### src/rtl/evaluator_pkg.sv
// Shared types and sizing for the evolved-circuit evaluator.
// The state enum is shared so that checkers and wrappers decode the same encoding.
package evaluator_pkg;

  typedef enum logic [2:0] {
    IDLE   = 3'd0,
    SETTLE = 3'd1,
    SAMPLE = 3'd2,
    NEXT   = 3'd3,
    FINISH = 3'd4
  } state_e;

  localparam int NUM_VECTORS = 4;
  localparam int VEC_W       = 2;

endpackage

### src/rtl/sync_2ff.sv
// Generic two-flop synchroniser for a single asynchronous level.
// Both stages reset to 0.
module sync_2ff (
  input  logic i_clk,
  input  logic i_rst,
  input  logic i_d,
  output logic o_q
);

  logic r_meta;
  logic r_q;

  // Two-stage capture of the asynchronous input
  always_ff @(posedge i_clk or posedge i_rst) begin
    if (i_rst) begin
      r_meta <= 1'b0;
      r_q    <= 1'b0;
    end else begin
      r_meta <= i_d;
      r_q    <= r_meta;
    end
  end

  assign o_q = r_q;

endmodule

### src/rtl/evolved_circuit_evaluator.sv
// Steps an evolved circuit through all four input vectors and measures its output:
// high-sample and transition counts per vector, plus derived truth table and oscillation flags.
module evolved_circuit_evaluator
  import evaluator_pkg::*;
#(
  parameter int SETTLE_CYCLES = 16,
  parameter int SAMPLE_CYCLES = 256,
  parameter int CNT_W         = 9,
  parameter int OSC_THRESH    = 2
) (
  input  logic                   clk,
  input  logic                   reset,
  input  logic                   start,
  output logic [VEC_W-1:0]       circuit_in,
  input  logic                   circuit_out,
  output logic                   busy,
  output logic                   done,
  input  logic [VEC_W-1:0]       rd_sel,
  output logic [CNT_W-1:0]       rd_high_count,
  output logic [CNT_W-1:0]       rd_toggle_count,
  output logic [NUM_VECTORS-1:0] truth_table,
  output logic [NUM_VECTORS-1:0] oscillating
);

  localparam int PHASE_MAX = (SETTLE_CYCLES > SAMPLE_CYCLES) ? SETTLE_CYCLES : SAMPLE_CYCLES;
  localparam int PH_W      = $clog2(PHASE_MAX) + 1;
  localparam logic [PH_W-1:0]  SETTLE_LAST = PH_W'(SETTLE_CYCLES - 1);
  localparam logic [PH_W-1:0]  SAMPLE_LAST = PH_W'(SAMPLE_CYCLES - 1);
  localparam logic [VEC_W-1:0] VEC_LAST    = VEC_W'(NUM_VECTORS - 1);
  localparam logic [CNT_W-1:0] CNT_MAX     = {CNT_W{1'b1}};
  localparam logic [31:0]      HALF_SAMPLES = 32'(SAMPLE_CYCLES / 2);
  localparam logic [31:0]      OSC_LIMIT    = 32'(OSC_THRESH);

  state_e           r_state;
  state_e           w_state_nxt;
  logic [PH_W-1:0]  r_phase;
  logic [VEC_W-1:0] r_vec;
  logic [VEC_W-1:0] r_circuit_in;
  logic             r_busy;
  logic             r_done;
  logic             w_s;
  logic             r_s_prev;
  logic             w_accept;
  logic             w_phase_end;
  logic [CNT_W-1:0] r_high   [NUM_VECTORS];
  logic [CNT_W-1:0] r_toggle [NUM_VECTORS];

  sync_2ff u_sync (
    .i_clk (clk),
    .i_rst (reset),
    .i_d   (circuit_out),
    .o_q   (w_s)
  );

  // Next-state decode; start is only honoured in IDLE
  always_comb begin
    w_state_nxt = r_state;
    w_accept    = 1'b0;
    w_phase_end = 1'b0;
    case (r_state)
      IDLE: begin
        if (start) begin
          w_state_nxt = SETTLE;
          w_accept    = 1'b1;
        end else begin
          w_state_nxt = IDLE;
        end
      end
      SETTLE: begin
        if (r_phase == SETTLE_LAST) begin
          w_state_nxt = SAMPLE;
          w_phase_end = 1'b1;
        end else begin
          w_state_nxt = SETTLE;
        end
      end
      SAMPLE: begin
        if (r_phase == SAMPLE_LAST) begin
          w_state_nxt = NEXT;
          w_phase_end = 1'b1;
        end else begin
          w_state_nxt = SAMPLE;
        end
      end
      NEXT:    w_state_nxt = (r_vec == VEC_LAST) ? FINISH : SETTLE;
      FINISH:  w_state_nxt = IDLE;
      default: w_state_nxt = IDLE;
    endcase
  end

  // State register
  always_ff @(posedge clk or posedge reset) begin
    if (reset) begin
      r_state <= IDLE;
    end else begin
      r_state <= w_state_nxt;
    end
  end

  // Phase timer, vector index, stimulus and handshake outputs
  always_ff @(posedge clk or posedge reset) begin
    if (reset) begin
      r_phase      <= {PH_W{1'b0}};
      r_vec        <= {VEC_W{1'b0}};
      r_circuit_in <= {VEC_W{1'b0}};
      r_busy       <= 1'b0;
      r_done       <= 1'b0;
      r_s_prev     <= 1'b0;
    end else begin
      r_s_prev <= w_s;
      r_done   <= (r_state == NEXT) && (r_vec == VEC_LAST);
      case (r_state)
        IDLE: begin
          r_phase <= {PH_W{1'b0}};
          if (start) begin
            r_vec        <= {VEC_W{1'b0}};
            r_circuit_in <= {VEC_W{1'b0}};
            r_busy       <= 1'b1;
          end
        end
        SETTLE, SAMPLE: r_phase <= w_phase_end ? {PH_W{1'b0}} : r_phase + PH_W'(1);
        NEXT: begin
          if (r_vec != VEC_LAST) begin
            r_vec        <= r_vec + VEC_W'(1);
            r_circuit_in <= r_vec + VEC_W'(1);
          end
        end
        FINISH:  r_busy <= 1'b0;
        default: r_phase <= {PH_W{1'b0}};
      endcase
    end
  end

  // Saturating per-vector counters; the first SAMPLE cycle compares against the last SETTLE value
  always_ff @(posedge clk or posedge reset) begin
    if (reset) begin
      for (int k = 0; k < NUM_VECTORS; k++) begin
        r_high[k]   <= {CNT_W{1'b0}};
        r_toggle[k] <= {CNT_W{1'b0}};
      end
    end else if (w_accept) begin
      for (int k = 0; k < NUM_VECTORS; k++) begin
        r_high[k]   <= {CNT_W{1'b0}};
        r_toggle[k] <= {CNT_W{1'b0}};
      end
    end else if (r_state == SAMPLE) begin
      if (w_s && (r_high[r_vec] != CNT_MAX)) begin
        r_high[r_vec] <= r_high[r_vec] + CNT_W'(1);
      end
      if ((w_s != r_s_prev) && (r_toggle[r_vec] != CNT_MAX)) begin
        r_toggle[r_vec] <= r_toggle[r_vec] + CNT_W'(1);
      end
    end
  end

  // Derived classification of the stored counts
  always_comb begin
    truth_table = {NUM_VECTORS{1'b0}};
    oscillating = {NUM_VECTORS{1'b0}};
    for (int k = 0; k < NUM_VECTORS; k++) begin
      truth_table[k] = (32'(r_high[k]) > HALF_SAMPLES);
      oscillating[k] = (32'(r_toggle[k]) >= OSC_LIMIT);
    end
  end

  assign circuit_in      = r_circuit_in;
  assign busy            = r_busy;
  assign done            = r_done;
  assign rd_high_count   = r_high[rd_sel];
  assign rd_toggle_count = r_toggle[rd_sel];

endmodule

### config.mk
export PLATFORM = sky130hd
export DESIGN_NAME = evolved_circuit_evaluator
export DESIGN_NICKNAME = d
export VERILOG_FILES = /design/src/rtl/evaluator_pkg.sv /design/src/rtl/sync_2ff.sv /design/src/rtl/evolved_circuit_evaluator.sv
export SDC_FILE = /design/constraint.sdc
export NUM_CORES = 1
export LEC_CHECK = 0
export ABC_AREA = 0
export CAP_MARGIN = 20
export CELL_PAD_IN_SITES_DETAIL_PLACEMENT = 2
export CELL_PAD_IN_SITES_GLOBAL_PLACEMENT = 2
export CORE_MARGIN = 2
export CORE_UTILIZATION = 43
export CTS_CLUSTER_DIAMETER = 150
export DETAILED_ROUTE_END_ITERATION = 8
export PLACE_DENSITY = 0.9
export SLEW_MARGIN = 20
export SYNTH_ARGS = -nofsm -noshare
export SYNTH_HDL_FRONTEND = slang
export SYNTH_SLANG_ARGS = --single-unit
### constraint.sdc
create_clock -name clk -period 8.4 [get_ports clk]
set_clock_uncertainty 0.05 [all_clocks]
set_input_delay 1.26 -clock clk [delete_from_list [all_inputs] [get_ports clk]]
set_output_delay 1.26 -clock clk [all_outputs]
set_load 0.005 [all_outputs]
==> out/summary.md <==
The final-report hold violation count came out at 0. The max-capacitance violation count is 0. For the finished layout, the period the worst path requires is 4.46 ns. Per report_power, the sequential group accounts for 46.3% of the total. The total global routing track utilization came out at 30.5%. The multi-input combinational cells in the finished layout cover a total of 0.00296 mm2. In this run the worst setup path begins at circuit_in[0].

The final weighted congestion of routability-driven global placement is 0.857. In the layout the commonest cells are sky130_fd_sc_hd__dfrtp_1, sky130_fd_sc_hd__nand3_1, sky130_fd_sc_hd__nand2_1, sky130_fd_sc_hd__clkdlybuf4s50_1, sky130_fd_sc_hd__mux4_2. TritonCTS built the clock tree. The area share of the leading cell type in the synthesized netlist was 42.0%.

The wire length of the first global-routing pass is 30.7 mm, and the net switching share of the total power is 29.7%. The largest total area in the synthesized netlist belongs to sky130_fd_sc_hd__dfrtp_1. The summed negative setup slack over all endpoints was 0 ns. Walking the worst path, the cells encountered are buf_4, mux4_2, ha_1, nand3_1, nor2_1, ha_1, nor2b_1, nand3_1, or4_1, o211ai_1. The critical path data required time is 8.62 ns, and the area of the die is 0.0135 mm2. The net count after synthesis came out at 519. The top fanout value on the critical path is 20, and the delay contributed by the slowest stage of the critical path is 0.69 ns. The static leakage was 2.38 nW; the number of filler cells placed in the layout was 1,279. Setup repair after global routing left no endpoint under its margin.

The launch instance of the worst min-delay path was u_sync.r_meta. The logs give 5,222 for the number of global-route vias before repair and 1.08 mW for the total power after layout. The internal power of the cells totals 0.762 mW.

For the pin with the worst max-slew slack, the measured transition is 0.819 ns. In this run the remaining antenna-violating nets after routing total 0. Yosys mapped a number of flops with a built-in enable equal to 0. After detailed routing, the total wire length is 19.1 mm. Buffers inserted to repair hold after CTS numbered 0.

The final route contains 4,656 vias. After floorplanning, the core was divided into 41 placement rows. Of the total power, combinational logic draws 18.0%.

Data arrives at the worst endpoint at 4.68 ns. The type of the tightest min-delay check is reg2reg. The number of register bits inferred by synthesis was 91; the peak clock frequency supported by timing was 224 MHz. Ranked by total cell area, the synthesized netlist is headed by sky130_fd_sc_hd__dfrtp_1, sky130_fd_sc_hd__mux4_2, sky130_fd_sc_hd__nand3_1, sky130_fd_sc_hd__nand2_1, sky130_fd_sc_hd__or4_1. Clock tree synthesis selected as its root buffer the cell sky130_fd_sc_hd__clkbuf_16. The number of optimization iterations in the first detailed-route pass was 5. After synthesis, the netlist uses 51 different library cells. Using the TritonRoute via totals, the vias-per-cell ratio works out to 6.62. Averaged over all synthesized cells, the footprint is 10.8 um2. Post-CTS repair changed the size of 0 cells. The number of buffers on the longest clock path is 2, and the number of buffers inserted to repair setup after CTS is 0. The register area was 0.00228 mm2; the pin count of the biggest net entering global routing was 63. The die is 116 um wide.

CTS saw 91 sinks. Most common flop cell mapped by yosys: sky130_fd_sc_hd__dfrtp_1. 0 antenna diodes ended up in the layout. From synthesis to final layout, the design area changed by 13.6%. The number of max-slew violations in the final report is 0. In the finished design, the share of the clock period the worst path needs comes to 53.1%. The initial antenna violation count is 0. For this design, the slowest cell found on the critical path is sky130_fd_sc_hd__mux4_2.

The overall die height is 116 um, and the slack of the worst reg-to-reg path is 3.94 ns. Headroom to the max-slew limit came out at 45.4%. After detailed routing, the number of remaining DRC violations is 0.

The mapped netlist covers 0.00542 mm2. The count of buffers from port buffering is 35. The gate count of the mapped netlist was 503; the later-pin clock latency in the skew report was 0.36 ns. The most frequent standard cell in the layout excluding fill and tap cells was sky130_fd_sc_hd__dfrtp_1. The Yosys step of the flow raised 0 warnings. The logs give 368 for the count of routing violations after the opening detailed-route iteration and 42.0% for the sequential-to-total area share from yosys stat.

The depth of the CTS H-tree was 3; the initial core utilization was 43.5%. In this run the critical register-to-register path is launched from circuit_in[0]. The run gives 36 as the count of boundary I/O pins.

The average wire per cell in the routed design was 27.1 um. The tools report the placed wire-length estimate as 13.2 mm. After the last flow step, the layout net total stands at 542. The flow ran to the end, and the final reports show no timing, DRC or antenna violations. The largest vdd supply drop was 0.0817 mV. The path type of the worst setup path is reg2reg. The worst setup path is captured at a flip-flop. Summed over all layers, the global routing overflow is 0. Of the cells placed in the final design, the portion with a size suffix greater than 1 is 12.6%. The power per standard cell area was 176 mW/mm2; the area of the core region was 0.0125 mm2. After clock tree synthesis, the clock-pin slew on the worst setup and hold paths is 0.06 ns.

The number of buffers added by the clock tree synthesis step was 9; the clock network fraction of total power was 35.7%. Setup violations remaining at the end of the flow were counted as 0. The tools report the kind of launch point of the worst setup path as a flip-flop.

The share of synthesized flip-flops with an asynchronous set or reset is 100%. The power dissipated by switching net loads came out at 0.322 mW.
## layer usage
| layer | wire length (um) | global-route usage, % | share of wire [%] |
|---|---|---|---|
| met1 | 8050 | 40.0 | 42 |
| met3 | 946 | 5.92 | 5.0 |
| met5 | 0 | 0 | 0 |
| met2 | 9660 | 50.7 | 51 |
| met4 | 405 | 10.7 | 2.1 |
## synth_stat cells, types with 9 or more instances
library cell / number
sky130_fd_sc_hd__nor2_1: 20
sky130_fd_sc_hd__dfrtp_1: 91
sky130_fd_sc_hd__o211ai_1: 20
sky130_fd_sc_hd__or4_1: 23
sky130_fd_sc_hd__inv_1: 9
sky130_fd_sc_hd__clkbuf_1: 18
sky130_fd_sc_hd__nand3_1: 64
sky130_fd_sc_hd__mux4_2: 31
sky130_fd_sc_hd__ha_1: 10
sky130_fd_sc_hd__nand2_1: 52
sky130_fd_sc_hd__o2bb2ai_1: 16
sky130_fd_sc_hd__nor4_1: 12
sky130_fd_sc_hd__o21ai_0: 28
## final timing paths
| path | endpoint | cells past startpoint |
|---|---|---|
| setup / recovery | r_high[25] | 10 |
| hold / removal | u_sync.o_q | 0 |
| setup reg to reg | r_high[25] | 10 |
| hold reg to reg | u_sync.o_q | 0 |
| max in group asynchronous | r_high[5] | 3 |
| min in group asynchronous | r_phase[3] | 2 |
## registers in the layout, indices dropped and copies added, names as in the netlist
signal         cells
busy               1
r_high            36
u_sync.r_meta      1
done               1
circuit_in         2
r_s_prev           1
u_sync.o_q         1
r_state            3
r_toggle          36
r_phase            9
## logic make-up (layout without fill, tap and decap cells)
| group | count (synthesis) | count (layout) | share of synthesized area (%) |
|---|---|---|---|
| AO/OA/AOI/OAI | 100 | 100 | 13.1 |
| XOR/XNOR | 7 | 7 | 1.13 |
| adder cells (fa/ha/maj) | 10 | 10 | 2.31 |
| buffers and inverters | 38 | 66 | 3.37 |
| flip-flops | 91 | 91 | 42.0 |
| multiplexers | 37 | 37 | 15.5 |
| AND/OR/NAND/NOR | 220 | 220 | 22.6 |
## cell type report
type	instances	share of cell area, %
inverter	9	0.569
clock inverter	3	0.386
timing repair buffer	41	6.42
sequential	91	37.0
multi-input combinational	374	48.1
tap	172	3.50
clock buffer	13	4.07
## power by group through the flow
| stage | Clock [mW] | Combinational, mW | Sequential, mW |
|---|---|---|---|
| final | 0.387 | 0.195 | 0.502 |
| after global routing | 0.410 | 0.212 | 0.504 |
| after CTS | 0.394 | 0.193 | 0.499 |
| after detailed placement | 0 | 0.191 | 0.507 |
| after global placement | 0 | 0.180 | 0.503 |
| after floorplan | 0 | 0.130 | 0.489 |
## through the flow
step	worst slack (ns)	instances	hold slack [ns]	utilization [%]	instance area, um2
global placement	4.02	687	0.282	47.2	5880
global route	3.67	703	0.350	49.4	6150
detailed placement	3.91	687	0.302	47.2	5880
finish	3.94	703	0.328	49.4	6150
floorplan	4.49	503	0.281	-	5420
CTS	3.92	703	0.326	49.4	6150
## worst max-delay path, delay by kind of cell (launching register included)
| kind | cells | cell delay (ns) |
|---|---|---|
| compound gates | 1 | 0.11 |
| fa+ha+maj | 2 | 0.63 |
| buf+inv | 1 | 0.41 |
| flops | 1 | 0.37 |
| mux | 1 | 0.69 |
| simple gates | 5 | 2.11 |
No activity file was read; power rests on OpenSTA's default activity.
